**config.mk**
```make
export PLATFORM = sky130hd
export DESIGN_NAME = reg_bus_arb
export DESIGN_NICKNAME = d
export VERILOG_FILES = /design/src/rtl/reg_bus_arb.sv
export SDC_FILE = /design/constraint.sdc
export NUM_CORES = 1
export LEC_CHECK = 0
export CELL_PAD_IN_SITES_DETAIL_PLACEMENT = 0
export CELL_PAD_IN_SITES_GLOBAL_PLACEMENT = 2
export CORE_ASPECT_RATIO = 1.1
export CORE_UTILIZATION = 35
export CTS_CLUSTER_DIAMETER = 40
export DETAILED_ROUTE_END_ITERATION = 7
export DONT_BUFFER_PORTS = 1
export HOLD_SLACK_MARGIN = 0.06
export PLACE_DENSITY = 0.78
export SYNTH_ARGS = -nofsm -noshare
export SYNTH_HDL_FRONTEND = slang
export SYNTH_SLANG_ARGS = --single-unit
```
**constraint.sdc**
```tcl
create_clock -name clk -period 2 [get_ports clk]
set_input_delay 0.2 -clock clk [delete_from_list [all_inputs] [get_ports clk]]
set_output_delay 0.2 -clock clk [all_outputs]
set_load 0.02 [all_outputs]
```
**src/rtl/reg_bus_arb.sv**
```systemverilog
// Two-master to one-slave register bus arbiter: IDLE -> ACCESS -> RESP per transaction.
// Define REG_BUS_ARB_RR_EN for round-robin arbitration; otherwise m0 has fixed priority.
module reg_bus_arb #(
    parameter int unsigned ADDR_WIDTH = 8,
    parameter int unsigned DATA_WIDTH = 32
) (
    input  logic                  clk,
    input  logic                  reset_n,
    input  logic                  m0_req,
    input  logic                  m0_we,
    input  logic [ADDR_WIDTH-1:0] m0_addr,
    input  logic [DATA_WIDTH-1:0] m0_wdata,
    output logic                  m0_done,
    output logic                  m0_err,
    output logic [DATA_WIDTH-1:0] m0_rdata,
    input  logic                  m1_req,
    input  logic                  m1_we,
    input  logic [ADDR_WIDTH-1:0] m1_addr,
    input  logic [DATA_WIDTH-1:0] m1_wdata,
    output logic                  m1_done,
    output logic                  m1_err,
    output logic [DATA_WIDTH-1:0] m1_rdata,
    output logic [ADDR_WIDTH-1:0] s_addr,
    output logic [DATA_WIDTH-1:0] s_wdata,
    output logic                  s_wen,
    output logic                  s_ren,
    input  logic [DATA_WIDTH-1:0] s_rdata,
    output logic                  busy
);

    localparam logic [1:0] IDLE   = 2'd0;
    localparam logic [1:0] ACCESS = 2'd1;
    localparam logic [1:0] RESP   = 2'd2;

    logic [1:0]            state_q, state_d;
    logic                  win_q, win_d;
    logic                  we_q, we_d;
    logic                  mis_q, mis_d;
    logic [DATA_WIDTH-1:0] rcap_q, rcap_d;

    logic [ADDR_WIDTH-1:0] s_addr_d;
    logic [DATA_WIDTH-1:0] s_wdata_d;
    logic                  s_wen_d, s_ren_d, busy_d;
    logic                  m0_done_d, m0_err_d, m1_done_d, m1_err_d;
    logic [DATA_WIDTH-1:0] m0_rdata_d, m1_rdata_d;

    logic                  grant_c;
    logic                  sel_we_c;
    logic                  sel_mis_c;
    logic [ADDR_WIDTH-1:0] sel_addr_c;
    logic [DATA_WIDTH-1:0] sel_wdata_c;

`ifdef REG_BUS_ARB_RR_EN
    // prio_q names the master that wins a tie; it points away from the last winner
    logic prio_q, prio_d;

    always_comb begin
        if (m0_req && m1_req) begin
            grant_c = prio_q;
        end else begin
            grant_c = m1_req;
        end
    end
`else
    always_comb begin
        grant_c = !m0_req;
    end
`endif

    // Request mux for the winning master
    always_comb begin
        sel_we_c    = grant_c ? m1_we    : m0_we;
        sel_addr_c  = grant_c ? m1_addr  : m0_addr;
        sel_wdata_c = grant_c ? m1_wdata : m0_wdata;
        sel_mis_c   = (sel_addr_c[1:0] != 2'b00);
    end

    // Next-state and next-output logic
    always_comb begin
        state_d    = state_q;
        win_d      = win_q;
        we_d       = we_q;
        mis_d      = mis_q;
        rcap_d     = rcap_q;
        s_addr_d   = '0;
        s_wdata_d  = '0;
        s_wen_d    = 1'b0;
        s_ren_d    = 1'b0;
        busy_d     = 1'b0;
        m0_done_d  = 1'b0;
        m0_err_d   = 1'b0;
        m0_rdata_d = m0_rdata;
        m1_done_d  = 1'b0;
        m1_err_d   = 1'b0;
        m1_rdata_d = m1_rdata;
`ifdef REG_BUS_ARB_RR_EN
        prio_d     = prio_q;
`endif
        case (state_q)
            IDLE: begin
                if (m0_req || m1_req) begin
                    state_d   = ACCESS;
                    win_d     = grant_c;
                    we_d      = sel_we_c;
                    mis_d     = sel_mis_c;
                    s_addr_d  = sel_addr_c;
                    s_wdata_d = sel_wdata_c;
                    s_wen_d   = sel_we_c && !sel_mis_c;
                    s_ren_d   = !sel_we_c && !sel_mis_c;
                    busy_d    = 1'b1;
                end
            end
            ACCESS: begin
                state_d = RESP;
                busy_d  = 1'b1;
                if (!we_q && !mis_q) begin
                    rcap_d = s_rdata;
                end
            end
            RESP: begin
                state_d = IDLE;
                if (!win_q) begin
                    m0_done_d = 1'b1;
                    m0_err_d  = mis_q;
                    if (!we_q && !mis_q) begin
                        m0_rdata_d = rcap_q;
                    end
                end else begin
                    m1_done_d = 1'b1;
                    m1_err_d  = mis_q;
                    if (!we_q && !mis_q) begin
                        m1_rdata_d = rcap_q;
                    end
                end
`ifdef REG_BUS_ARB_RR_EN
                prio_d = !win_q;
`endif
            end
            default: begin
                state_d = IDLE;
            end
        endcase
    end

    // State and registered outputs; reset drops any in-flight transaction
    always_ff @(posedge clk or negedge reset_n) begin
        if (!reset_n) begin
            state_q  <= IDLE;
            win_q    <= 1'b0;
            we_q     <= 1'b0;
            mis_q    <= 1'b0;
            rcap_q   <= '0;
            s_addr   <= '0;
            s_wdata  <= '0;
            s_wen    <= 1'b0;
            s_ren    <= 1'b0;
            busy     <= 1'b0;
            m0_done  <= 1'b0;
            m0_err   <= 1'b0;
            m0_rdata <= '0;
            m1_done  <= 1'b0;
            m1_err   <= 1'b0;
            m1_rdata <= '0;
`ifdef REG_BUS_ARB_RR_EN
            prio_q   <= 1'b0;
`endif
        end else begin
            state_q  <= state_d;
            win_q    <= win_d;
            we_q     <= we_d;
            mis_q    <= mis_d;
            rcap_q   <= rcap_d;
            s_addr   <= s_addr_d;
            s_wdata  <= s_wdata_d;
            s_wen    <= s_wen_d;
            s_ren    <= s_ren_d;
            busy     <= busy_d;
            m0_done  <= m0_done_d;
            m0_err   <= m0_err_d;
            m0_rdata <= m0_rdata_d;
            m1_done  <= m1_done_d;
            m1_err   <= m1_err_d;
            m1_rdata <= m1_rdata_d;
`ifdef REG_BUS_ARB_RR_EN
            prio_q   <= prio_d;
`endif
        end
    end

endmodule

```
==> metrics.md <==
| Metric | Value |
|---|---|
| Post-synth EDFFs | `0` |
| Crit path max fanout | `32` |
| Detail Route Antenna Nets | `0` |
| Element type at the critical path end | `register` |
| Tmin final | `1.61 ns` |
| Worst min-delay path class | `input port to async pin` |
| Nets@finish | `606` |
| IO buf count | `0` |
| Clock slew at reported path FFs | `0.06 ns` |
| CTS resizes | `0` |
| Gpl congestion | `0.805` |
| Critical-path top delay cell | `dfrtp_1` |
| Design Area, Final | `7800 sq um` |
| Setup crit start kind | `register` |
| Share of the synthesized area in the top cell type | `0.627` |
| Adder-Cell Fraction of Synth Area | `0` |
| Detailed placement HPWL | `8020 um` |
| Main synth FF type | `dfrtp_1` |
| Asr flop ratio synth | `1.00` |
| Placed Cells incl. Taps | `556` |
| Final hold viol count | `148` |
| Drt pass-1 iters | `4` |
| H-tree Lvls | `4` |
| Setup violators final | `0` |
| Period utilization | `0.805` |
| Full die area | `17400 sq um` |
| Chip Height | `138 um` |
| Post-synthesis sequential area ratio | `0.627` |
| Reg2reg end | `rcap_q[31]$_DFFE_PN0P_` |
| Cell Chain, Critical Path | `nor2_1 -> and2_2 -> buf_12 -> mux2_2` |
| Routed vias/inst | `4.85` |
| Placed cell area | `6050 sq um` |
| #FFs+latches synth | `148` |
| CP bufs+invs | `1` |
| Pleak | `3.83 nW` |
| Num rows | `49` |
| Core area | `16400 sq um` |
| Largest net degree at the start of global routing | `149` |
| Worst Hold Slack | `-0.516 ns` |
| Total CTS buffers | `17` |
| Synth Area per Inst | `16.1 sq um` |
| Number of global-route vias before repair | `3808` |
| First-pass GRT wire length | `21600 um` |
| # DRC | `0` |
| Syn nets | `485` |
| CP required | `2.30 ns` |
| Worst Skew | `0.00632 ns` |
| Fmax | `0.621 GHz` |
| Setup TNS | `0 ns` |
| Relative slew slack | `0.724` |
| Power Density | `1390 nW/um^2` |
| Leading area contributor after synthesis | `dfrtp_1` |
| Wire per inst | `18.8 um` |
| Synth warn | `0` |
| Clk root buf | `clkbuf_16` |
| Top post-synthesis cells by area | `dfrtp_1 (63%), mux2_4 (15%), mux2i_1 (6.8%)` |
| Share of layout cells above drive strength 1 | `0.220` |
| Most instantiated cells after synthesis | `dfrtp_1 (148), mux2_4 (60), nor2_1 (44)` |
| Post-synthesis simple-gate area fraction | `0.0437` |
| Status | `finished with violations` |
| Count leader, synth | `dfrtp_1` |
| # clock sinks | `148` |
| Slew Viols, Final | `0` |
| Post-synthesis compound-gate area fraction | `0.00509` |
| Total gr overflow | `0` |
| Max clock buf depth | `2` |
| Distinct cells, synth | `23` |
| Crit path DAT | `1.91 ns` |
| Initial Util | `0.359` |
| FF-to-FF setup slack | `0.39 ns` |
| Crit-path leading delay family | `simple AND/OR/NAND/NOR gates` |
| Peak supply drop | `0.000565 V` |
| Worst Setup Path Type | `register to register` |
| Synth Instances | `367` |
| Die X | `126 um` |
| Xor/xnor share of the synthesized area | `0` |
| Final WL | `13200 um` |
| CP peak stage delay | `0.39 ns` |
| Largest family of logic cells by synthesized area | `multiplexers` |
| Mux cell area share after synthesis | `0.293` |
| Fin cells | `705` |
| Initial DRC Count | `126` |
| Max cap viols | `0` |
| Failing checks | `negative hold slack` |
| Initial antenna violation count | `0` |
| Number of I/O pins | `229` |
| Depth of the most critical reg-to-reg path | `4` |
| Total track usage | `0.163` |
| RSZ-0062 raised after global routing | `no` |
| Area Growth Syn to Fin | `32.1%` |
| Hold_buf cts | `117` |
| Ant diodes | `0` |
| Mapped cell area | `5900 sq um` |
| Least-Margin Pin Slew | `0.414 ns` |
| Clk_lat worst skew | `0.41 ns` |
| Total vias in the final route | `3416` |
| CTS tree | `yes` |
| Worst r2r src | `mis_q$_DFFE_PN0P_` |
[how the worst max path moves through the flow]
stage	start	to	slack, ns	cells past startpoint
6_report	mis_q$_DFFE_PN0P_	rcap_q[31]$_DFFE_PN0P_	0.39	4
5_1_grt	state_q[0]$_DFFE_PN0P_	win_q$_DFFE_PN0P_	0.27	4
4_1_cts	mis_q$_DFFE_PN0P_	rcap_q[31]$_DFFE_PN0P_	0.37	4
3_5_place_dp	mis_q$_DFFE_PN0P_	rcap_q[31]$_DFFE_PN0P_	0.39	4
3_3_place_gp	mis_q$_DFFE_PN0P_	rcap_q[31]$_DFFE_PN0P_	0.40	4
2_1_floorplan	mis_q$_DFFE_PN0P_	rcap_q[10]$_DFFE_PN0P_	0.58	5
[per-layer routing]
metal	part of all wire	GRT usage	up-vias
li1	-	-	1504
met1	0.40	0.195	1721
met2	0.48	0.258	174
met3	0.10	0.0762	17
met4	0.016	0.0571	0
met5	0	0	-
[report_power, final]
| group | internal (mW) | total, mW | switching [mW] | leakage (nW) |
|---|---|---|---|---|
| sequential | 4.09 | 5.85 | 1.76 | 1.94 |
| clock | 1.66 | 2.93 | 1.27 | 0.266 |
| combinational | 1.37 | 2.04 | 0.674 | 1.62 |
| total | 7.13 | 10.8 | 3.70 | 3.83 |
[cell type report]
class	instances	area (sq um)
fill	1414	8630
clock inverter	13	103
timing repair buffer	121	1260
tap	204	255
clock buffer	19	453
multi-input combinational	199	2020
inverter	1	3.75
sequential	148	3700
[logic make-up after synthesis]
kind of cell,count (synthesis)
AO/OA/AOI/OAI,5
buffers and inverters,20
flip-flops,148
multiplexers,138
AND/OR/NAND/NOR,56
[placed cells by master, fill, tap and decap left out, types with 2 or more instances in the layout]
cell,instances
mux2i_1,40
mux2_1,31
mux2_2,7
nor2_1,44
clkbuf_8,2
dlygate4sd3_1,116
clkbuf_16,17
clkinvlp_4,3
dfrtp_1,148
inv_6,2
nand2_2,2
mux2_4,60
nor2b_1,2
clkinv_2,2
clkinv_4,6
buf_12,3
and2_1,2
a21oi_1,2
[registers in the layout (all words and copies together), names as in the netlist]
| signal | cells |
|---|---|
| busy | 1 |
| m0_done | 1 |
| m0_err | 1 |
| m0_rdata | 32 |
| m1_done | 1 |
| m1_err | 1 |
| m1_rdata | 32 |
| mis_q | 1 |
| rcap_q | 32 |
| s_addr | 8 |
| s_ren | 1 |
| s_wdata | 32 |
| s_wen | 1 |
| state_q | 2 |
| we_q | 1 |
| win_q | 1 |
[metrics by stage]
stage / power (mW) / setup WS (ns) / utilization
4_1_cts: 10.9 / 0.371 / 0.474
3_3_place_gp: 7.59 / 0.397 / 0.368
5_1_grt: 11.4 / 0.266 / 0.474
2_1_floorplan: 7.20 / 0.576 / -
3_5_place_dp: 7.70 / 0.386 / 0.368
6_report: 10.8 / 0.390 / 0.474
[what timing repair did]
item | in CTS | in global routing
setup endpoints to repair | 0 | 0
buffers inserted | 0 | 0
endpoints found under the hold margin | 223 | 148
Power figures use the tool's default switching activity.
